`src/rtl/noise_eater_pkg.sv`:
```
// Shared types and saturating arithmetic helpers for the noise eater PI servo.
package noise_eater_pkg;

  // Conversion sequencer states
  typedef enum logic [2:0] {
    ST_ARST = 3'd0,
    ST_CNV  = 3'd1,
    ST_WAIT = 3'd2,
    ST_READ = 3'd3,
    ST_CALC = 3'd4,
    ST_UPD  = 3'd5
  } seq_state_e;

  // Datapath intermediates are carried at this width and clamped back to
  // the accumulator width; it comfortably holds err <<< 15 for 16-bit ADCs.
  localparam int unsigned WIDE_W = 64;

  // Clamp a wide signed value into the signed range of a w-bit word.
  function automatic logic signed [WIDE_W-1:0] sat_to(input logic signed [WIDE_W-1:0] v,
                                                       input int unsigned w);
    logic signed [WIDE_W-1:0] hi;
    logic signed [WIDE_W-1:0] lo;
    hi = (64'sd1 <<< (w - 1)) - 64'sd1;
    lo = -(64'sd1 <<< (w - 1));
    if (v > hi)      sat_to = hi;
    else if (v < lo) sat_to = lo;
    else             sat_to = v;
  endfunction

  // Signed saturating add, result limited to a w-bit signed range.
  function automatic logic signed [WIDE_W-1:0] sat_add(input logic signed [WIDE_W-1:0] a,
                                                        input logic signed [WIDE_W-1:0] b,
                                                        input int unsigned w);
    sat_add = sat_to(a + b, w);
  endfunction

endpackage

```
`src/rtl/noise_eater_pi_adc_seq.sv`:
```
// SAR ADC conversion sequencer: reset, convert, wait for EOC, read, then
// hands the sample to the PI datapath and waits out its CALC/UPD slots.
//
//   state | meaning
//   ARST  | ADC_RST high for ARST_CYC cycles (after reset or EOC timeout)
//   CNV   | ADC_CNVST low for CNVST_CYC cycles
//   WAIT  | poll ADC_EOC, give up after EOC_TIMEOUT cycles
//   READ  | CS/RD low for RD_CYC cycles, sample latched on the last one
//   CALC  | datapath computes the new DAC word (sample_valid_o high)
//   UPD   | datapath commits the DAC word (upd_o high)
module adc_seq
  import noise_eater_pkg::*;
#(
  parameter int ADC_W       = 16,
  parameter int CNVST_CYC   = 2,
  parameter int RD_CYC      = 2,
  parameter int EOC_TIMEOUT = 255,
  parameter int ARST_CYC    = 4
) (
  input  logic             clk_i,
  input  logic             rst_i,
  input  logic             adc_eoc_i,
  input  logic [ADC_W-1:0] adc_data_i,
  output logic             adc_rst_o,
  output logic             adc_cnvst_o,
  output logic             adc_cs_o,
  output logic             adc_rd_o,
  output logic [ADC_W-1:0] sample_o,
  output logic             sample_valid_o,
  output logic             upd_o,
  output logic             timeout_o
);

  localparam int CNT_MAX_A = (ARST_CYC > CNVST_CYC) ? ARST_CYC : CNVST_CYC;
  localparam int CNT_MAX_B = (RD_CYC > EOC_TIMEOUT) ? RD_CYC : EOC_TIMEOUT;
  localparam int CNT_MAX   = (CNT_MAX_A > CNT_MAX_B) ? CNT_MAX_A : CNT_MAX_B;
  localparam int CNT_W     = $clog2(CNT_MAX + 1);

  seq_state_e       state_q;
  logic [CNT_W-1:0] cnt_q;
  logic             adc_rst_q, cnvst_q, cs_q, rd_q;
  logic [ADC_W-1:0] sample_q;
  logic             sample_valid_q, upd_q, timeout_q;

  // Sequencer FSM with down-counter phase timing; every output is registered.
  // EOC is sampled directly so an EOC already low on WAIT entry is taken at once.
  always_ff @(posedge clk_i) begin
    if (rst_i) begin
      state_q        <= ST_ARST;
      cnt_q          <= CNT_W'(ARST_CYC - 1);
      adc_rst_q      <= 1'b1;
      cnvst_q        <= 1'b1;
      cs_q           <= 1'b1;
      rd_q           <= 1'b1;
      sample_q       <= '0;
      sample_valid_q <= 1'b0;
      upd_q          <= 1'b0;
      timeout_q      <= 1'b0;
    end else begin
      sample_valid_q <= 1'b0;
      upd_q          <= 1'b0;
      unique case (state_q)
        ST_ARST: begin
          if (cnt_q == '0) begin
            state_q   <= ST_CNV;
            adc_rst_q <= 1'b0;
            cnvst_q   <= 1'b0;
            cnt_q     <= CNT_W'(CNVST_CYC - 1);
          end else begin
            cnt_q <= cnt_q - 1'b1;
          end
        end
        ST_CNV: begin
          if (cnt_q == '0) begin
            state_q <= ST_WAIT;
            cnvst_q <= 1'b1;
            cnt_q   <= CNT_W'(EOC_TIMEOUT - 1);
          end else begin
            cnt_q <= cnt_q - 1'b1;
          end
        end
        ST_WAIT: begin
          if (!adc_eoc_i) begin
            state_q <= ST_READ;
            cs_q    <= 1'b0;
            rd_q    <= 1'b0;
            cnt_q   <= CNT_W'(RD_CYC - 1);
          end else if (cnt_q == '0) begin
            state_q   <= ST_ARST;
            timeout_q <= 1'b1;
            adc_rst_q <= 1'b1;
            cnt_q     <= CNT_W'(ARST_CYC - 1);
          end else begin
            cnt_q <= cnt_q - 1'b1;
          end
        end
        ST_READ: begin
          if (cnt_q == '0) begin
            state_q        <= ST_CALC;
            sample_q       <= adc_data_i;
            sample_valid_q <= 1'b1;
            cs_q           <= 1'b1;
            rd_q           <= 1'b1;
          end else begin
            cnt_q <= cnt_q - 1'b1;
          end
        end
        ST_CALC: begin
          state_q <= ST_UPD;
          upd_q   <= 1'b1;
        end
        ST_UPD: begin
          state_q <= ST_CNV;
          cnvst_q <= 1'b0;
          cnt_q   <= CNT_W'(CNVST_CYC - 1);
        end
        default: begin
          state_q   <= ST_ARST;
          adc_rst_q <= 1'b1;
          cnt_q     <= CNT_W'(ARST_CYC - 1);
        end
      endcase
    end
  end

  assign adc_rst_o      = adc_rst_q;
  assign adc_cnvst_o    = cnvst_q;
  assign adc_cs_o       = cs_q;
  assign adc_rd_o       = rd_q;
  assign sample_o       = sample_q;
  assign sample_valid_o = sample_valid_q;
  assign upd_o          = upd_q;
  assign timeout_o      = timeout_q;

endmodule

```
`src/rtl/noise_eater_pi.sv`:
```
// PI intensity servo: ADC sample -> error -> shift-gain PI with saturation
// and anti-windup -> offset-binary DAC word, one update per conversion.
module noise_eater_pi
  import noise_eater_pkg::*;
#(
  parameter int ADC_W       = 16,
  parameter int DAC_W       = 16,
  parameter int ACC_W       = 24,
  parameter int CNVST_CYC   = 2,
  parameter int RD_CYC      = 2,
  parameter int EOC_TIMEOUT = 255,
  parameter int ARST_CYC    = 4
) (
  input  logic             CLK,
  input  logic             RST,
  input  logic             HOLD,
  input  logic [ADC_W-1:0] SETPOINT,
  input  logic [3:0]       KP_SHIFT,
  input  logic [3:0]       KI_SHIFT,
  output logic             ADC_RST,
  output logic             ADC_CNVST,
  input  logic             ADC_EOC,
  output logic             ADC_CS,
  output logic             ADC_RD,
  input  logic [ADC_W-1:0] ADC_DATA,
  output logic [DAC_W-1:0] DAC_DATA,
  output logic             DAC_VALID,
  output logic             SAT,
  output logic             TIMEOUT_ERR
);

  localparam int SH = ACC_W - DAC_W - 2;
  localparam logic signed [WIDE_W-1:0] Y_MAX = (64'sd1 <<< (DAC_W - 1)) - 64'sd1;
  localparam logic signed [WIDE_W-1:0] Y_MIN = -(64'sd1 <<< (DAC_W - 1));
  localparam logic [DAC_W-1:0] DAC_MID = {1'b1, {(DAC_W-1){1'b0}}};

  logic [ADC_W-1:0] sample;
  logic             sample_valid, upd;

  adc_seq #(
    .ADC_W      (ADC_W),
    .CNVST_CYC  (CNVST_CYC),
    .RD_CYC     (RD_CYC),
    .EOC_TIMEOUT(EOC_TIMEOUT),
    .ARST_CYC   (ARST_CYC)
  ) u_seq (
    .clk_i         (CLK),
    .rst_i         (RST),
    .adc_eoc_i     (ADC_EOC),
    .adc_data_i    (ADC_DATA),
    .adc_rst_o     (ADC_RST),
    .adc_cnvst_o   (ADC_CNVST),
    .adc_cs_o      (ADC_CS),
    .adc_rd_o      (ADC_RD),
    .sample_o      (sample),
    .sample_valid_o(sample_valid),
    .upd_o         (upd),
    .timeout_o     (TIMEOUT_ERR)
  );

  logic signed [ACC_W-1:0]  integ_q, integ_pend_q;
  logic [DAC_W-1:0]         word_q, dac_q;
  logic                     sat_pend_q, sat_q, valid_q;

  logic signed [ADC_W:0]    err;
  logic signed [WIDE_W-1:0] err_w, p_w, inc_w, i_next_w, sum_w, y_w;
  logic                     clamp_hi, clamp_lo, err_pos, err_neg, freeze_integ;
  logic [DAC_W-1:0]         word_d;
  logic signed [ACC_W-1:0]  integ_d;

  assign err = $signed({1'b0, SETPOINT}) - $signed({1'b0, sample});

  // PI arithmetic, evaluated against the sample held during CALC.
  always_comb begin
    err_w        = WIDE_W'(err);
    p_w          = sat_to(err_w <<< KP_SHIFT, ACC_W);
    inc_w        = err_w >>> KI_SHIFT;
    i_next_w     = sat_add(WIDE_W'(integ_q), inc_w, ACC_W);
    sum_w        = sat_add(p_w, i_next_w, ACC_W);
    y_w          = sum_w >>> SH;
    clamp_hi     = (y_w > Y_MAX);
    clamp_lo     = (y_w < Y_MIN);
    err_pos      = !err[ADC_W] && (err != '0);
    err_neg      = err[ADC_W];
    // Stop integrating into a rail; error pulling off the rail still integrates.
    freeze_integ = (clamp_hi && err_pos) || (clamp_lo && err_neg);
    integ_d      = freeze_integ ? integ_q : i_next_w[ACC_W-1:0];
    if (clamp_hi)      word_d = '1;
    else if (clamp_lo) word_d = '0;
    else               word_d = {~y_w[DAC_W-1], y_w[DAC_W-2:0]};
  end

  // Capture the CALC result; setpoint and gains are only looked at here.
  always_ff @(posedge CLK) begin
    if (RST) begin
      word_q       <= DAC_MID;
      integ_pend_q <= '0;
      sat_pend_q   <= 1'b0;
    end else if (sample_valid) begin
      word_q       <= word_d;
      integ_pend_q <= integ_d;
      sat_pend_q   <= clamp_hi || clamp_lo;
    end
  end

  // Commit in UPD unless HOLD freezes the loop (integrator, DAC and SAT keep state).
  always_ff @(posedge CLK) begin
    if (RST) begin
      dac_q   <= DAC_MID;
      integ_q <= '0;
      sat_q   <= 1'b0;
      valid_q <= 1'b0;
    end else if (upd && !HOLD) begin
      dac_q   <= word_q;
      integ_q <= integ_pend_q;
      sat_q   <= sat_pend_q;
      valid_q <= 1'b1;
    end else begin
      valid_q <= 1'b0;
    end
  end

  assign DAC_DATA  = dac_q;
  assign DAC_VALID = valid_q;
  assign SAT       = sat_q;

endmodule
```
`config.mk`:
```
export PLATFORM = sky130hd
export DESIGN_NAME = noise_eater_pi
export DESIGN_NICKNAME = d
export VERILOG_FILES = /design/src/rtl/noise_eater_pkg.sv /design/src/rtl/noise_eater_pi_adc_seq.sv /design/src/rtl/noise_eater_pi.sv
export SDC_FILE = /design/constraint.sdc
export NUM_CORES = 1
export LEC_CHECK = 0
export BUFFER_PORTS_ARGS = -buffer_cell sky130_fd_sc_hd__clkbuf_2
export CAP_MARGIN = 5
export CORE_MARGIN = 1
export CORE_UTILIZATION = 54
export CTS_CLUSTER_SIZE = 12
export DETAILED_ROUTE_END_ITERATION = 16
export GPL_TIMING_DRIVEN = 1
export PLACE_DENSITY = 0.71
export SETUP_SLACK_MARGIN = 0.1
export SLEW_MARGIN = 20
export SYNTH_ARGS = -nofsm -noshare
export SYNTH_HDL_FRONTEND = slang
export SYNTH_SLANG_ARGS = --single-unit
```
`constraint.sdc`:
```
create_clock -name CLK -period 16.5 [get_ports CLK]
set_clock_uncertainty 0.1 [all_clocks]
set_input_delay 0.825 -clock CLK [delete_from_list [all_inputs] [get_ports CLK]]
set_output_delay 0.825 -clock CLK [all_outputs]
set_load 0.02 [all_outputs]
```
==> impl_metrics.yaml <==
floorplanning:
  die_area_um2: 26740
  ios: 67
  die_w_um: 163.5
  start_util: 0.5546
  die_y_um: 163.5
  rows: 58
  core_um2: 25400
pwr:
  intPower_mw: 0.6997
  power.density_nw_per_um2: 81.31
  p_sw_mw: 0.5160
  swShare: 0.4245
  p_leak_nw: 5.869
  p_clk_frac: 0.320
  peakVddDrop_mv: 0.06189
  power_frac_seq: 0.237
  combPwrFrac: 0.443
synthesis:
  yosys_warnings: 0
  syn_avg_cell_area_um2: 7.032
  seq_area_frac_synth: 0.1649
  syn_nets: 2167
  syn_area_um2: 14090
  ys_types: 90
  synthArstFlopShare: 0
  netlist_instances: 2003
  ys_ff_latch: 116
  synth_edf_count: 0
  ys.flop_type: "dfxtp_1"
timing:
  rsz0062_at_grt: "false"
  fin_crit_sh: 0.9321
  timing.slew.headroom: 0.1187
  fin_tns_setup_ps: 0
  setup_viol: 0
  hold_viol: 0
  max_freq_mhz: 65.02
  drv_slew: 0
  fin_crit_ps: 15380
  tightest_slew_ps: 1310
global_route:
  grt_pass1_vias: 13256
  grt_first_pass_wirelength_um: 71710
  grt_max_degree: 71
  grt_antenna_before_repair: 0
  grt_overflow: 0
  grt_usage: 0.3354
route:
  wl_um: 44960
  vias: 14887
  drt_iter0_drc: 1552
  drc_errors: 0
  post_drt_via_cell_ratio: 6.442
  drt-wirelength-per-cell_um: 19.45
  antenna_violating_nets_post_route: 0
  dr.pass1.iters: 6
layout:
  nFillCells: 2453
  final_cells: 2311
  area_delta_synth_final_pct: 6.138
  fin_nets: 2132
  antennaDiodeCount: 0
  drive_gt1_frac: 0.09793
  multi_input_area_um2: 10930
  seq_area_um2: 2323
cts:
  htree_levels: 4
  holdBufCountCts: 0
  clockRootBuffer: "clkbuf_16"
  ctsLongestPathBuffers: 2
  cts_tree: "yes"
  clock_latency_ps: 430
  clk_pin_slew_ps: 70
  cts_made_buffers: 17
  clock-sinks: 116
  cts-resized-gates: 0
  postCtsSetupBuffers: 0
outcome:
  status: "finished, final reports clean"
worst_setup_path:
  arrival_ps: 15620
  critPathRequiredTime_ps: 16740
  cp-start-kind: "input pin"
  path_max_fanout: 21
  crit_path_end_kind: "register"
  crit_type: "in2reg"
  critical_path.slowest_cell: "or4b_2"
  cpPeakStageDelay_ps: 630
  crit_top_cell: "a21oi_1"
placed_design:
  numPortBuffers: 66
  gp_congestion: 1.031
  dp_hpwl_um: 34500
  place_inst: 2279
run:
  drv_cap: 0
min_path:
  hold_class: "reg2reg"
## cell usage in the layout (no fill, tap or decap), types with 40 or more instances in the layout
cell type / netlist / final
nand2_1: 263 / 263
a21oi_1: 235 / 234
nor2_1: 187 / 187
o21ai_0: 146 / 146
dfxtp_1: 116 / 115
ha_1: 108 / 108
clkbuf_2: 3 / 65
inv_1: 60 / 59
a211oi_1: 50 / 49
mux2i_1: 49 / 49
xnor2_1: 44 / 44
nand3_1: 44 / 43
a21o_1: 40 / 40
## layout make-up
cell class	instances	share of cell area
multi-input cells	1688	0.7313
flip-flops and latches	116	0.1554
clock buffers	19	0.03030
repair buffers	80	0.02929
well taps	330	0.02762
inverters	65	0.01632
clock inverters	13	0.009792
## synth_stat cells, types with 20 or more instances
master	instances	area share
inv_1	60	0.016
a211oi_1	50	0.027
nor3_1	35	0.012
nand2b_1	34	0.015
o21ai_0	146	0.052
nand4_1	36	0.016
buf_2	23	0.0082
a21o_1	40	0.021
nor2_1	187	0.050
a21oi_1	235	0.083
xor2_1	34	0.021
a21oi_2	21	0.013
nand3_1	44	0.016
xnor2_1	44	0.027
clkbuf_1	89	0.024
nand2_1	263	0.070
a21bo_1	20	0.014
mux2i_1	49	0.035
o21ai_1	27	0.0096
ha_1	108	0.096
o211ai_1	22	0.012
dfxtp_1	116	0.16
## stage by stage
| stage | power, mW | hold WS [ps] | setup WS, ps | utilization | area (µm²) |
|---|---|---|---|---|---|
| final | 1.216 | 347.6 | 1120 | 0.5886 | 14950 |
| after global routing | 1.277 | 361.1 | 158.9 | 0.5886 | 14950 |
| after CTS | 1.203 | 349.1 | 1137 | 0.5884 | 14950 |
| after detailed placement | 0.8126 | 345.6 | 763.4 | 0.5648 | 14350 |
| after global placement | 0.8111 | 336.4 | 970.3 | 0.5648 | 14350 |
| after floorplan | 0.6864 | 331.9 | 3021 | - | 14090 |
## routing by layer
metal,global-route usage,part of all wire,vias to the layer above
li1,-,-,7231
met1,0.4876,0.46,6987
met2,0.5119,0.43,578
met3,0.05003,0.082,91
met4,0.08460,0.023,0
met5,0,0,-
## cell families (layout without fill, tap and decap cells)
family                   count (synthesis)  in the layout  synth area share
XOR/XNOR                                78             78           0.04850
AND/OR/NAND/NOR                        713            713            0.2376
multiplexers                            69             69           0.05560
AO/OA/AOI/OAI                          708            708            0.3203
flip-flops                             116            116            0.1649
adder cells (fa/ha/maj)                120            120            0.1130
buffers and inverters                  199            177           0.06013
## power by group through the flow
stage               clock (mW)  sequential [mW]  combinational (mW)
finish                   0.389            0.288               0.538
floorplan                    0            0.295               0.392
global placement             0            0.294               0.517
global route             0.404            0.289               0.584
detailed placement           0            0.294               0.518
CTS                      0.392            0.288               0.522
## critical path, delay by kind of cell
kind / cells / cell delay (ps)
buffers and inverters: 3 / 360
AOI/OAI and AO/OA: 21 / 5710
muxes: 1 / 270
xor gates and xnor gates: 1 / 530
adders and majority gates: 6 / 2160
and+or+nand+nor: 17 / 5720
## sequential cells by signal, summed over array words and instances (netlist names)
name,count
DAC_DATA,16
DAC_VALID,1
SAT,1
integ_pend_q,24
integ_q,24
sat_pend_q,1
u_seq.adc_cnvst_o,1
u_seq.adc_rd_o,1
u_seq.adc_rst_o,1
u_seq.cnt_q,8
u_seq.sample_o,16
u_seq.sample_valid_o,1
u_seq.state_q,3
u_seq.timeout_o,1
u_seq.upd_o,1
word_q,16
## worst paths after layout
| path | end | startpoint | slack, ps | depth (start not counted) |
|---|---|---|---|---|
| setup / recovery | integ_pend_q[11]$_SDFFE_PP0P_ | SETPOINT[0] | 1120 | 49 |
| hold / removal | integ_q[11]$_SDFFE_PP0P_ | integ_pend_q[11]$_SDFFE_PP0P_ | 350 | 2 |
| setup reg to reg | integ_pend_q[11]$_SDFFE_PP0P_ | u_seq.sample_o[0]$_SDFFE_PP0P_ | 1320 | 47 |
| hold reg to reg | integ_q[11]$_SDFFE_PP0P_ | integ_pend_q[11]$_SDFFE_PP0P_ | 350 | 2 |
Power figures use the tool's default switching activity.
